===== src/rtl/ex_mem_pkg.sv =====
// ex_mem_pkg: shared definitions for the EX/MEM pipeline stage.
//   - ctrl bit indices and width of the 7-bit control bundle
//     {reg_write, mem_to_reg, branch, zero, is_greater, mem_write, mem_read}
//   - branch funct3 codes
//   - payload struct for the default configuration
//   - branch_taken(): branch resolution evaluated when an entry is loaded
package ex_mem_pkg;

  localparam int CTRL_W          = 7;
  localparam int CTRL_REG_WRITE  = 6;
  localparam int CTRL_MEM_TO_REG = 5;
  localparam int CTRL_BRANCH     = 4;
  localparam int CTRL_ZERO       = 3;
  localparam int CTRL_IS_GREATER = 2;
  localparam int CTRL_MEM_WRITE  = 1;
  localparam int CTRL_MEM_READ   = 0;

  localparam logic [2:0] BR_EQ = 3'b000;
  localparam logic [2:0] BR_NE = 3'b001;
  localparam logic [2:0] BR_LT = 3'b100;
  localparam logic [2:0] BR_GE = 3'b101;

  localparam int PKG_XLEN       = 64;
  localparam int PKG_REG_ADDR_W = 5;
  localparam int PKG_FUNCT_W    = 4;

  // Payload layout for the default widths; the stage builds an identical
  // layout from its own parameters so non-default widths also work.
  typedef struct packed {
    logic                      branch_taken;
    logic [CTRL_W-1:0]         ctrl;
    logic [PKG_XLEN-1:0]       branch_target;
    logic [PKG_XLEN-1:0]       alu_result;
    logic [PKG_XLEN-1:0]       write_data;
    logic [PKG_FUNCT_W-1:0]    funct;
    logic [PKG_REG_ADDR_W-1:0] dest_reg;
  } ex_mem_payload_t;

  // LT/GE use the ALU flags directly: "less" means neither greater nor equal.
  function automatic logic branch_taken(input logic       branch,
                                        input logic       zero,
                                        input logic       is_greater,
                                        input logic [2:0] funct3);
    logic cond;
    case (funct3)
      BR_EQ:   cond = zero;
      BR_NE:   cond = !zero;
      BR_LT:   cond = !is_greater && !zero;
      BR_GE:   cond = is_greater || zero;
      default: cond = 1'b0;
    endcase
    return branch && cond;
  endfunction

endpackage


===== src/rtl/ex_mem_slot.sv =====
// ex_mem_slot: one valid bit plus payload register.
//   clk, rst_n     : clock, synchronous active-low reset
//   load           : capture d_valid/d_data this edge
//   clear          : empty the slot (wins over load)
//   d_valid,d_data : value to load; an invalid load stores a zero payload
//   q_valid,q_data : registered slot contents
module ex_mem_slot #(
  parameter int W = 8
) (
  input  logic         clk,
  input  logic         rst_n,
  input  logic         load,
  input  logic         clear,
  input  logic         d_valid,
  input  logic [W-1:0] d_data,
  output logic         q_valid,
  output logic [W-1:0] q_data
);

  logic         valid_q, valid_d;
  logic [W-1:0] data_q, data_d;

  always_comb begin
    valid_d = valid_q;
    data_d  = data_q;
    if (clear) begin
      valid_d = 1'b0;
      data_d  = '0;
    end else if (load) begin
      valid_d = d_valid;
      // Keep empty slots at zero so held payload never leaks stale values.
      data_d  = d_valid ? d_data : '0;
    end
  end

  always_ff @(posedge clk) begin
    if (!rst_n) begin
      valid_q <= 1'b0;
      data_q  <= '0;
    end else begin
      valid_q <= valid_d;
      data_q  <= data_d;
    end
  end

  assign q_valid = valid_q;
  assign q_data  = data_q;

endmodule


===== src/rtl/ex_mem_stage.sv =====
// ex_mem_stage: EX/MEM pipeline register with a 2-entry skid buffer.
//   Input side  : in_valid/in_ready plus ctrl, branch target, ALU result,
//                 store data, funct, destination register.
//   Output side : out_valid/out_ready plus the held payload and the
//                 registered branch decision out_branch_taken.
//   flush       : squashes both held entries and any beat offered that cycle.
// Optional feature macro EX_MEM_PERF_EN adds perf_stall_cnt and
// perf_flush_cnt (saturating 32-bit counters).
//
// Handshake: a beat transfers on a clock edge where valid && ready are both
// high. The sender holds its beat stable until it transfers; in_ready depends
// only on registered state (skid slot empty), never on out_ready.
module ex_mem_stage
  import ex_mem_pkg::*;
#(
  parameter int XLEN       = 64,
  parameter int REG_ADDR_W = 5,
  parameter int FUNCT_W    = 4
) (
  input  logic                  clk,
  input  logic                  rst_n,
  input  logic                  flush,
  input  logic                  in_valid,
  output logic                  in_ready,
  input  logic [CTRL_W-1:0]     in_ctrl,
  input  logic [XLEN-1:0]       in_branch_target,
  input  logic [XLEN-1:0]       in_alu_result,
  input  logic [XLEN-1:0]       in_write_data,
  input  logic [FUNCT_W-1:0]    in_funct,
  input  logic [REG_ADDR_W-1:0] in_dest_reg,
  output logic                  out_valid,
  input  logic                  out_ready,
  output logic [CTRL_W-1:0]     out_ctrl,
  output logic [XLEN-1:0]       out_branch_target,
  output logic [XLEN-1:0]       out_alu_result,
  output logic [XLEN-1:0]       out_write_data,
  output logic [FUNCT_W-1:0]    out_funct,
  output logic [REG_ADDR_W-1:0] out_dest_reg,
  output logic                  out_branch_taken
`ifdef EX_MEM_PERF_EN
  ,
  output logic [31:0]           perf_stall_cnt,
  output logic [31:0]           perf_flush_cnt
`endif
);

  typedef struct packed {
    logic                  branch_taken;
    logic [CTRL_W-1:0]     ctrl;
    logic [XLEN-1:0]       branch_target;
    logic [XLEN-1:0]       alu_result;
    logic [XLEN-1:0]       write_data;
    logic [FUNCT_W-1:0]    funct;
    logic [REG_ADDR_W-1:0] dest_reg;
  } payload_t;

  localparam int PAYLOAD_W = $bits(payload_t);

  payload_t in_pl;
  payload_t main_pl, skid_pl;
  payload_t main_d_data, skid_d_data;
  logic     main_valid, skid_valid;
  logic     main_load, main_clear, main_d_valid;
  logic     skid_load, skid_clear, skid_d_valid;
  logic     accept, drain;

  // Branch decision is resolved once, on entry, and travels with the beat.
  always_comb begin
    in_pl.branch_taken  = branch_taken(in_ctrl[CTRL_BRANCH], in_ctrl[CTRL_ZERO],
                                       in_ctrl[CTRL_IS_GREATER], in_funct[2:0]);
    in_pl.ctrl          = in_ctrl;
    in_pl.branch_target = in_branch_target;
    in_pl.alu_result    = in_alu_result;
    in_pl.write_data    = in_write_data;
    in_pl.funct         = in_funct;
    in_pl.dest_reg      = in_dest_reg;
  end

  assign in_ready = !skid_valid;
  assign accept   = in_valid && in_ready;
  assign drain    = main_valid && out_ready;

  always_comb begin
    main_load    = 1'b0;
    main_clear   = 1'b0;
    main_d_valid = 1'b0;
    main_d_data  = in_pl;
    skid_load    = 1'b0;
    skid_clear   = 1'b0;
    skid_d_valid = 1'b0;
    skid_d_data  = in_pl;
    if (flush) begin
      main_clear = 1'b1;
      skid_clear = 1'b1;
    end else if (!main_valid || drain) begin
      main_load = 1'b1;
      if (skid_valid) begin
        // Oldest beat moves forward; a new beat (if any) refills the skid.
        main_d_valid = 1'b1;
        main_d_data  = skid_pl;
        skid_load    = 1'b1;
        skid_d_valid = accept;
      end else begin
        main_d_valid = accept;
      end
    end else if (accept) begin
      // Main is stalled: park the beat so EX is not stalled combinationally.
      skid_load    = 1'b1;
      skid_d_valid = 1'b1;
    end
  end

  ex_mem_slot #(.W(PAYLOAD_W)) u_main (
    .clk     (clk),
    .rst_n   (rst_n),
    .load    (main_load),
    .clear   (main_clear),
    .d_valid (main_d_valid),
    .d_data  (main_d_data),
    .q_valid (main_valid),
    .q_data  (main_pl)
  );

  ex_mem_slot #(.W(PAYLOAD_W)) u_skid (
    .clk     (clk),
    .rst_n   (rst_n),
    .load    (skid_load),
    .clear   (skid_clear),
    .d_valid (skid_d_valid),
    .d_data  (skid_d_data),
    .q_valid (skid_valid),
    .q_data  (skid_pl)
  );

  // Side-effecting control bits must never assert without a valid beat.
  always_comb begin
    out_ctrl                 = main_pl.ctrl;
    out_ctrl[CTRL_REG_WRITE] = main_pl.ctrl[CTRL_REG_WRITE] && main_valid;
    out_ctrl[CTRL_MEM_WRITE] = main_pl.ctrl[CTRL_MEM_WRITE] && main_valid;
    out_ctrl[CTRL_MEM_READ]  = main_pl.ctrl[CTRL_MEM_READ]  && main_valid;
  end

  assign out_valid         = main_valid;
  assign out_branch_target = main_pl.branch_target;
  assign out_alu_result    = main_pl.alu_result;
  assign out_write_data    = main_pl.write_data;
  assign out_funct         = main_pl.funct;
  assign out_dest_reg      = main_pl.dest_reg;
  assign out_branch_taken  = main_pl.branch_taken && main_valid;

`ifdef EX_MEM_PERF_EN
  logic [31:0] stall_cnt_q, stall_cnt_d;
  logic [31:0] flush_cnt_q, flush_cnt_d;

  always_comb begin
    stall_cnt_d = stall_cnt_q;
    flush_cnt_d = flush_cnt_q;
    if (main_valid && !out_ready && stall_cnt_q != 32'hFFFF_FFFF) begin
      stall_cnt_d = stall_cnt_q + 32'd1;
    end
    if (flush && (main_valid || skid_valid) && flush_cnt_q != 32'hFFFF_FFFF) begin
      flush_cnt_d = flush_cnt_q + 32'd1;
    end
  end

  always_ff @(posedge clk) begin
    if (!rst_n) begin
      stall_cnt_q <= '0;
      flush_cnt_q <= '0;
    end else begin
      stall_cnt_q <= stall_cnt_d;
      flush_cnt_q <= flush_cnt_d;
    end
  end

  assign perf_stall_cnt = stall_cnt_q;
  assign perf_flush_cnt = flush_cnt_q;
`endif

endmodule


===== config.mk =====
export PLATFORM = sky130hd
export DESIGN_NAME = ex_mem_stage
export DESIGN_NICKNAME = d
export VERILOG_FILES = /design/src/rtl/ex_mem_pkg.sv /design/src/rtl/ex_mem_slot.sv /design/src/rtl/ex_mem_stage.sv
export SDC_FILE = /design/constraint.sdc
export NUM_CORES = 1
export LEC_CHECK = 0
export CAP_MARGIN = 10
export CORE_ASPECT_RATIO = 1.2
export CORE_MARGIN = 5
export CORE_UTILIZATION = 44
export DETAILED_ROUTE_END_ITERATION = 12
export GPL_TIMING_DRIVEN = 0
export PLACE_DENSITY = 0.73
export SLEW_MARGIN = 20
export SYNTH_ARGS = -nofsm -noshare
export SYNTH_HDL_FRONTEND = slang
export SYNTH_SLANG_ARGS = --single-unit

===== constraint.sdc =====
create_clock -name clk -period 2.4 [get_ports clk]
set_clock_uncertainty 0.1 [all_clocks]
set_input_delay 0.36 -clock clk [delete_from_list [all_inputs] [get_ports clk]]
set_output_delay 0.36 -clock clk [all_outputs]
set_load 0.02 [all_outputs]

==> impl_metrics.json <==
{
  "fillerInstances": 3315,
  "clkPwrFrac_pct": 44.6,
  "coreArea_um2": 38700,
  "grt_pass1_vias": 15800,
  "crit_fanout": 7,
  "grt_pass1_wl_mm": 86.1,
  "switching_share_pct": 23.0,
  "first_pass_iters": 5,
  "internal_power_uw": 11900,
  "ys_seq_elements": 420,
  "start_util_pct": 44.4,
  "cap_violations": 0,
  "p_sw_uw": 3560,
  "cp-end-kind": "output pin",
  "ios": 424,
  "htreeDepth": 2,
  "hold_class": "input pin to register",
  "synth_top_cell_by_area": "dfxtp_1",
  "worst_hold_path.endpoint": "u_skid.q_data[55]$_SDFFE_PP0P_",
  "rsz0062_at_grt": "no",
  "cp_slowest_cell": "clkdlybuf4s50_1",
  "timing.final.crit_share_pct": 95.8,
  "max_stage_delay_ns": 0.67,
  "via_per_inst": 5.54,
  "cts_hold_buf": 0,
  "drtIter0Drc": 953,
  "synth_common_cells": "dfxtp_1, nand2_1, nor2_1",
  "tightest_slew_ns": 0.732,
  "drive_gt1_share_pct": 15.9,
  "final-seq-area_um2": 8410,
  "dp_hpwl_mm": 40.6,
  "arrival_ns": 1.84,
  "die_area_um2": 43200,
  "syn_to_final_growth_pct": 37.5,
  "power.total_uw": 15500,
  "power_frac_comb_pct": 9.5,
  "path_class": "register to output pin",
  "rrSetupSlack_ns": 0.13,
  "synth_area_per_cell_um2": 9.16,
  "r2r-start": "u_main.q_valid$_SDFFE_PP0P_",
  "cts-buffers-inserted": 43,
  "drc": 0,
  "synth_area_leaders": "dfxtp_1, a22o_1, a221oi_1, buf_4, nor3_1",
  "die_h_um": 227,
  "rows": 79,
  "antenna_found_initial": 17,
  "die_w_um": 190,
  "power_density_nw_per_um2": 655,
  "synth-seq-area-share_pct": 48.9,
  "yosysMostFrequentCell": "dfxtp_1",
  "syn_inst": 1878,
  "max_slew_margin_pct": 51.2,
  "ys_types": 25,
  "hold_viol": 0,
  "via_count": 16200,
  "numClockSinks": 420,
  "synth.top_cell.area_share_pct": 48.9,
  "crit_family": "buffers and inverters",
  "netlist_area_um2": 17200,
  "crit_buf_inv": 1,
  "synth-async-reset-ratio_pct": 0,
  "hold_depth": 2,
  "min_period_ns": 2.30,
  "path_cells": "and2_1 -> clkdlybuf4s50_1",
  "ant_nets": 0,
  "wirelength_mm": 56.4,
  "grt_max_degree": 20,
  "clock_latency_ns": 0.55,
  "r2r_cells": 7,
  "p_leak_uw": 0.00894,
  "setup.worst_path.start": "u_main.q_valid$_SDFFE_PP0P_",
  "cts_tree": "done",
  "nets": 2561,
  "p_seq_share_pct": 45.9,
  "clock_path_buffers": 3,
  "multiInputGateArea_um2": 6430,
  "syn_nets": 2091,
  "setup_viol": 0,
  "min-delay-start": "in_write_data[46]",
  "startpoint_type": "register",
  "rr_endpoint": "u_main.q_data[124]$_SDFFE_PP0P_",
  "drv_slew": 0,
  "fmax_mhz": 435,
  "grt_overflow": 0,
  "synth-main-ff-cell": "dfxtp_1",
  "pre_cts_slack_ns": -0.831,
  "worst_ir_drop_vdd_uv": 428,
  "synth-edff-count": 0,
  "gp_congestion": 0.851,
  "grt_usage_pct": 24.6,
  "fin_util_pct": 61.1,
  "required_ns": 1.94,
  "clk_transition_reported_paths_ns": 0.06,
  "wl_per_cell_um": 19.3,
  "status": "finished, final reports clean",
  "portBuffers": 423,
  "ys_warn_count": 0,
  "timing.final.ws_setup_ns": 0.101,
  "cts-root-buf": "clkbuf_16"
}
## per-layer routing
layer	share of wire, %	track usage (%)
met5	0.073	0
met4	4.5	11.8
met3	7.4	5.19
met2	49	41.7
met1	39	29.8
## timing repair
| item | 4_1_cts | 5_1_grt |
|---|---|---|
| endpoints found under the hold margin | 0 | 0 |
| cloned | 0 | 0 |
| pin swaps | 1 | 0 |
| setup buffers | 0 | 3 |
| endpoints found under the setup margin | 139 | 136 |
| resized for setup | 9 | 15 |
## metrics by stage
stage | area [um2] | setup TNS [ns] | cells | hold slack, ns
5_1_grt | 23600 | 0 | 2916 | 0.337
3_3_place_gp | 22100 | -155.87 | 2827 | 0.348
4_1_cts | 23600 | 0 | 2901 | 0.314
2_1_floorplan | 17200 | 0 | 1878 | 0.342
6_report | 23700 | 0 | 2919 | 0.338
3_5_place_dp | 22100 | -173.24 | 2827 | 0.357
## state kept, by name (all words and copies together) (netlist names)
register	flops
u_main.q_data	209
u_skid.q_data	209
u_main.q_valid	1
u_skid.q_valid	1
## power groups by stage
| stage | clock network (uW) | registers [uW] | logic [uW] |
|---|---|---|---|
| floorplan | 0 | 7250 | 671 |
| global placement | 0 | 7260 | 1430 |
| detailed placement | 0 | 7270 | 1450 |
| CTS | 7010 | 7110 | 1460 |
| global route | 7310 | 7120 | 1560 |
| finish | 6900 | 7110 | 1470 |
## worst reg2reg max path: stages (launching register included)
cell and delay, ns:
dfxtp_1 0.46, nor2b_1 0.16, buf_2 0.20, buf_2 0.34, clkbuf_1 0.41, nor3_1 0.12, a221oi_1 0.28, nor2_1 0.07
## cells by family after synthesis
family	synth area share, %
xor+xnor	0.0509
compound gates	21.4
buf+inv	13.7
simple gates	15.9
flops	48.9
mux	0.0582
## cell type report
| type | count | share of cell area [%] |
|---|---|---|
| Inverter | 1 | 0.0159 |
| Buffer | 390 | 10.1 |
| Timing Repair Buffer | 426 | 18.0 |
| Tap cell | 526 | 2.78 |
| Antenna cell | 15 | 0.159 |
| Clock buffer | 67 | 5.70 |
| Sequential cell | 420 | 35.5 |
| Clock inverter | 8 | 0.497 |
| Multi-Input combinational cell | 1066 | 27.2 |
## layout by cell type (no fill, tap or decap), types with 2 or more instances in the layout
cell type        Yosys  routed
a32oi_1              3       3
clkbuf_2             0      13
buf_4              208     211
nor2b_1              3       3
clkinv_2             0       4
dfxtp_1            420     420
clkdlybuf4s50_1      0     422
a21oi_1              2       2
and2_1               4       4
nor3_1             207     207
clkbuf_16            0      46
nor2_1             210     210
a22o_1             208     208
buf_2               84      83
nand4_1              3       3
clkbuf_8             0      14
nand2b_1             3       3
bufinv_16            0       3
buf_1                9       3
clkbuf_1            90      89
a221oi_1           205     205
diode_2              0      15
nand2_1            210     210
## worst max-delay path by stage
stage / endpoint / depth (start not counted) / slack (ns)
finish: out_branch_taken / 2 / 0.10
global route: u_main.q_data[80]$_SDFFE_PP0P_ / 7 / 0.004
CTS: u_main.q_data[203]$_SDFFE_PP0P_ / 6 / 0.02
detailed placement: u_main.q_data[80]$_SDFFE_PP0P_ / 6 / -0.83
global placement: u_main.q_data[115]$_SDFFE_PP0P_ / 6 / -0.79
floorplan: u_main.q_data[169]$_SDFFE_PP0P_ / 7 / 0.60
(Power assumes the default switching activity.)
==> variant 1 (same flow settings) <==
The option `EX_MEM_PERF_EN` is turned on by a define.
--- a/src/rtl/ex_mem_stage.sv
+++ b/src/rtl/ex_mem_stage.sv
@@ -11,4 +11,6 @@
 // high. The sender holds its beat stable until it transfers; in_ready depends
 // only on registered state (skid slot empty), never on out_ready.
+`define EX_MEM_PERF_EN
+
 module ex_mem_stage
   import ex_mem_pkg::*;
Behaviour (old outputs only; new: perf_flush_cnt and perf_stall_cnt): same outputs for any inputs over 4 cycles, from zero or initial values and one cycle with rst_n low; that may be too few to reach the edited logic, so the function may still have changed.
==> variant 1 against the unedited design <==
  * Wire length increased by 20%
  * Worst hold slack gained 0.0032 ns
  * Sequential cell count increased by 64
  * Largest power group unchanged
  * Highest routed layer unchanged
  * Via count rose by 21%
  * Worst setup slack worse by 0.047 ns
  * Power is 17% higher
  * Design area up 17%
  * Synthesized area increased by 16%
  * Critical path type is now flip-flop to flip-flop
  * Combinational power rose by 44%
  * Largest cell class unchanged
==> variant 1: results <==
{
  "path_clk_slew_ns": 0.06,
  "post_route_cells_drive_above_1_share_pct": 13.5,
  "timing.hold.worst.class": "input port to flip-flop",
  "number_of_antenna_violations_at_the_first_check_in_global_routing": 10,
  "worst_path_dominant_cell_family": "simple AND/OR/NAND/NOR gates",
  "xor_xnor_fraction_of_synth_area_pct": 0.832,
  "synth-compound-area-share_pct": 19.7,
  "dr.pass1.iters": 8,
  "synth-async-reset-ratio_pct": 0,
  "cts_made_buffers": 49,
  "mappedNetlistNets": 2477,
  "ctsRootBufferMaster": "sky130_fd_sc_hd__clkbuf_16",
  "via_count": 19500,
  "power_report.internal_total_uw": 13800,
  "vdd_ir_drop_max_v": 0.000523,
  "vias_per_cell": 5.64,
  "numPortBuffers": 487,
  "grt_pass1_wl_mm": 106,
  "detailed_place_hpwl_mm": 50.1,
  "worst_path_max_delay_cell": "sky130_fd_sc_hd__or4_1",
  "synth_cell_type_count": 52,
  "first_global_vias": 19300,
  "place_congestion": 0.885,
  "critPathMaxFanout": 7,
  "pin_count_of_the_biggest_net_entering_global_routing": 20,
  "worst_pin_slew_ns": 0.893,
  "grt.total_usage_pct": 25.9,
  "synth.yosys.seq_area_share_pct": 48.5,
  "cts.path.max_buffers": 3,
  "detail_route.iter0.violations": 1408,
  "synth_adder_area_share_pct": 0.125,
  "static-leakage-power_uw": 0.00996,
  "ctsHtreeMaxLevel": 2,
  "synth_warnings": 0,
  "crit_path_max_incr_delay_ns": 0.52,
  "synthCells": 2262,
  "insertion_delay_ns": 0.58,
  "cts_resized": 54,
  "run_status": "finished, final reports clean",
  "postCtsSetupRepairBufs": 7,
  "routed_wire_length_per_instance_um": 19.6,
  "synth_common_cells": "sky130_fd_sc_hd__dfxtp_1 (484), sky130_fd_sc_hd__nor2_1 (440), sky130_fd_sc_hd__nor3_1 (214)",
  "final_net_count": 3022,
  "dp_cells": 3358,
  "endpoint_arrival_time_on_the_critical_path_ns": 2.75,
  "synth.mux.area_fraction_pct": 0.601,
  "ys_top_cells_by_area": "sky130_fd_sc_hd__dfxtp_1 (48%), sky130_fd_sc_hd__a221oi_1 (9.1%), sky130_fd_sc_hd__nor2_1 (8.3%), sky130_fd_sc_hd__a22oi_1 (7.8%), sky130_fd_sc_hd__buf_4 (7.7%)"
}
-- variant 1: cell types whose count changed after synthesis, sizes merged, moves of 64 or more --
cell,change
buf,-84
clkbuf,+106
nand2,-173
a22oi,+208
nor2,+230
a22o,-208
dfxtp,+64
-- variant 1: stage by stage --
step	power (uW)	utilization [%]	area, um^2	worst slack (ns)
floorplan	9540	-	20000	0.0249
global placement	10500	57.1	25600	-1.35
detailed placement	10600	57.1	25600	-1.42
global route	18800	61.4	27600	-0.0223
CTS	18300	61.2	27400	0.00273
finish	18200	61.4	27600	0.0542
-- variant 1: metal layers --
metal / track usage [%] / wire length, um / up-vias
met5: 0 / 20 / -
met4: 11.1 / 3010 / 2
met3: 7.65 / 5900 / 177
met2: 44.8 / 33200 / 857
met1: 29.6 / 25700 / 9354
li1: - / - / 9121
-- variant 1: final timing paths --
check                     start  slack [ns]  cells after the start                 end
max           perf_flush_cnt[5]        0.05                      7  perf_flush_cnt[29]
min                    in_valid        0.34                      3      u_skid.q_valid
max reg2reg   perf_flush_cnt[5]        0.05                      7  perf_flush_cnt[29]
min reg2reg  u_skid.q_data[208]        0.37                      2  u_skid.q_data[208]
-- variant 1: area by class of cell --
cell class / count / area, um^2
fillers: 3846 / 17300
flip-flops and latches: 484 / 9720
multi-input cells: 1354 / 8030
repair buffers: 499 / 4970
plain buffers: 408 / 2400
clock buffers: 70 / 1430
well taps: 609 / 762
clock inverters: 15 / 204
inverters: 11 / 41.3
diodes: 9 / 22.5
-- variant 1: power by group through the flow --
stage | Sequential [uW] | Combinational [uW] | Clock (uW)
after global placement | 8460 | 2060 | 0
after floorplan | 8440 | 1100 | 0
after CTS | 8280 | 2110 | 7860
after detailed placement | 8460 | 2090 | 0
final | 8280 | 2120 | 7750
after global routing | 8300 | 2280 | 8210
==> variant 2 (same settings) <==
Made on the original files. Take the reset off `data_q` and load it in a clocked block of its own.
--- a/src/rtl/ex_mem_slot.sv
+++ b/src/rtl/ex_mem_slot.sv
@@ -37,9 +37,11 @@
     if (!rst_n) begin
       valid_q <= 1'b0;
-      data_q  <= '0;
     end else begin
       valid_q <= valid_d;
-      data_q  <= data_d;
     end
+  end
+
+  always_ff @(posedge clk) begin
+    data_q <= data_d;
   end
 
Behaviour: not the same (a bounded check fails within 4 cycles, from zero or initial values; the reset may be asserted at any time).
==> variant 2 against the unedited design <==
  * Worst setup slack improved by 0.017 ns
  * Wire length fell by 14%
  * Utilization rose by 0.82 points
  * Sequential cell count did not move
  * Design area fell by 6.0%
  * Power rose by 0.65%
  * Worst hold slack got worse by 0.25 ns
  * Sequential power rose by 3%
  * Count of clock-buffer cells in the layout fell by 6
  * Non-clock buffer count fell by 74
  * Synthesized area fell by 7.0%
  * Register-to-register slack improved by 0.03 ns
==> variant 2: results <==
{
  "ys_top_cells_by_area": "sky130_fd_sc_hd__dfxtp_1 (53%), sky130_fd_sc_hd__a221o_1 (13%), sky130_fd_sc_hd__a22o_1 (11%), sky130_fd_sc_hd__buf_4 (9.8%), sky130_fd_sc_hd__and2_1 (8.1%)",
  "layout-area-overhead-vs-synth_pct": 39.0,
  "first_global_vias": 13200,
  "total_wirelength_mm": 48.6,
  "detailed_place_hpwl_mm": 34.9,
  "final_net_count": 2076,
  "critPathMaxFanout": 10,
  "worst_hold_startpoint": "flush",
  "number_of_antenna_violations_at_the_first_check_in_global_routing": 6,
  "synth.yosys.seq_area_share_pct": 52.5,
  "numPortBuffers": 422,
  "post_route_cells_drive_above_1_share_pct": 18.6,
  "static-leakage-power_uw": 0.00928,
  "timing.rr.start": "u_skid.q_valid",
  "grt.total_usage_pct": 22.9,
  "num-fill-cells": 2945,
  "setup.worst_path.start": "out_ready",
  "synth_cell_type_count": 32,
  "mappedNetlistNets": 1609,
  "synth_common_cells": "sky130_fd_sc_hd__dfxtp_1 (420), sky130_fd_sc_hd__a22o_1 (208), sky130_fd_sc_hd__and2_1 (208), sky130_fd_sc_hd__buf_4 (208), sky130_fd_sc_hd__a221o_1 (205)",
  "detail_route.iter0.violations": 729,
  "run_status": "finished, final reports clean",
  "grt_pass1_wl_mm": 74.6,
  "vdd_ir_drop_max_v": 0.000545,
  "place_congestion": 0.849,
  "endpoint_arrival_time_on_the_critical_path_ns": 2.65,
  "vias_per_cell": 5.38,
  "detailed_place.area_um2": 20800
}
-- variant 2: cell count changes after synthesis, sizes merged, moves of 3 or more --
cell | unedited run | this run
nor3 | 208 | 3
buf | 301 | 282
nand2b | 4 | 1
nor2 | 210 | 3
a221oi | 205 | 2
nor3b | 0 | 5
and2 | 4 | 208
a221o | 0 | 205
a32oi | 3 | 0
nand2 | 210 | 2
clkbuf | 90 | 38
-- variant 2: worst paths after layout --
path	slack, ns	depth (start not counted)	endpoint
worst max register to register	0.16	6	u_main.q_data[115]
worst min-delay path	0.09	2	u_main.q_data[205]
worst max-delay path	0.12	7	u_skid.q_data[66]
worst min register to register	0.37	1	u_skid.q_data[208]
-- variant 2: per-layer routing --
layer | routed length, um | part of all wire (%) | up-vias | GRT usage (%)
li1 | - | - | 5953 | -
met1 | 19700 | 41 | 6219 | 28.3
met2 | 23400 | 48 | 463 | 38.6
met3 | 4140 | 8.5 | 76 | 6.90
met4 | 1290 | 2.7 | 6 | 6.93
met5 | 40 | 0.082 | - | 0
-- variant 2: area by class of cell --
cell class              count  share of cell area, %
flip-flops and latches    420                   37.8
multi-input cells         654                   24.5
clock inverters            14                  0.681
plain buffers             320                   9.75
inverters                   2                 0.0338
diodes                      4                 0.0450
well taps                 468                   2.63
repair buffers            422                   19.0
clock buffers              61                   5.60
-- variant 2: cell families after synthesis --
| group | Yosys count | synth area share [%] |
|---|---|---|
| AO/OA/AOI/OAI | 424 | 24.8 |
| flip-flops | 420 | 52.5 |
| buffers and inverters | 322 | 13.5 |
| AND/OR/NAND/NOR | 230 | 9.09 |
-- variant 2: repair_timing --
item,4_1_cts,5_1_grt
gates cloned,0,0
pin swaps,0,0
endpoints found under the setup margin,145,91
hold buffers,0,0
hold endpoints to repair,0,0
resized for setup,6,2
-- variant 2: where the power goes --
part | leakage [uW] | internal (uW) | switching [uW]
clock network | 0.000691 | 3930 | 2720
logic | 0.00517 | 950 | 701
registers | 0.00342 | 7180 | 109
total | 0.00928 | 12100 | 3530
-- variant 2: through the flow --
stage          setup WS (ns)  cells  hold slack, ns
5_1_grt             -0.00423   2363           0.109
3_3_place_gp          -0.798   2286           0.351
2_1_floorplan          0.573   1396           0.342
3_5_place_dp          -0.800   2286           0.355
4_1_cts               0.0307   2361          0.0541
6_report               0.118   2365          0.0860
-- variant 2: worst max-delay path, stage by stage --
cell and delay [ns]:
sky130_fd_sc_hd__clkdlybuf4s50_1 0.61, sky130_fd_sc_hd__nand2b_4 0.27, sky130_fd_sc_hd__a211oi_1 0.29, sky130_fd_sc_hd__clkbuf_4 0.33, sky130_fd_sc_hd__buf_2 0.30, sky130_fd_sc_hd__buf_2 0.30, sky130_fd_sc_hd__a22o_1 0.17
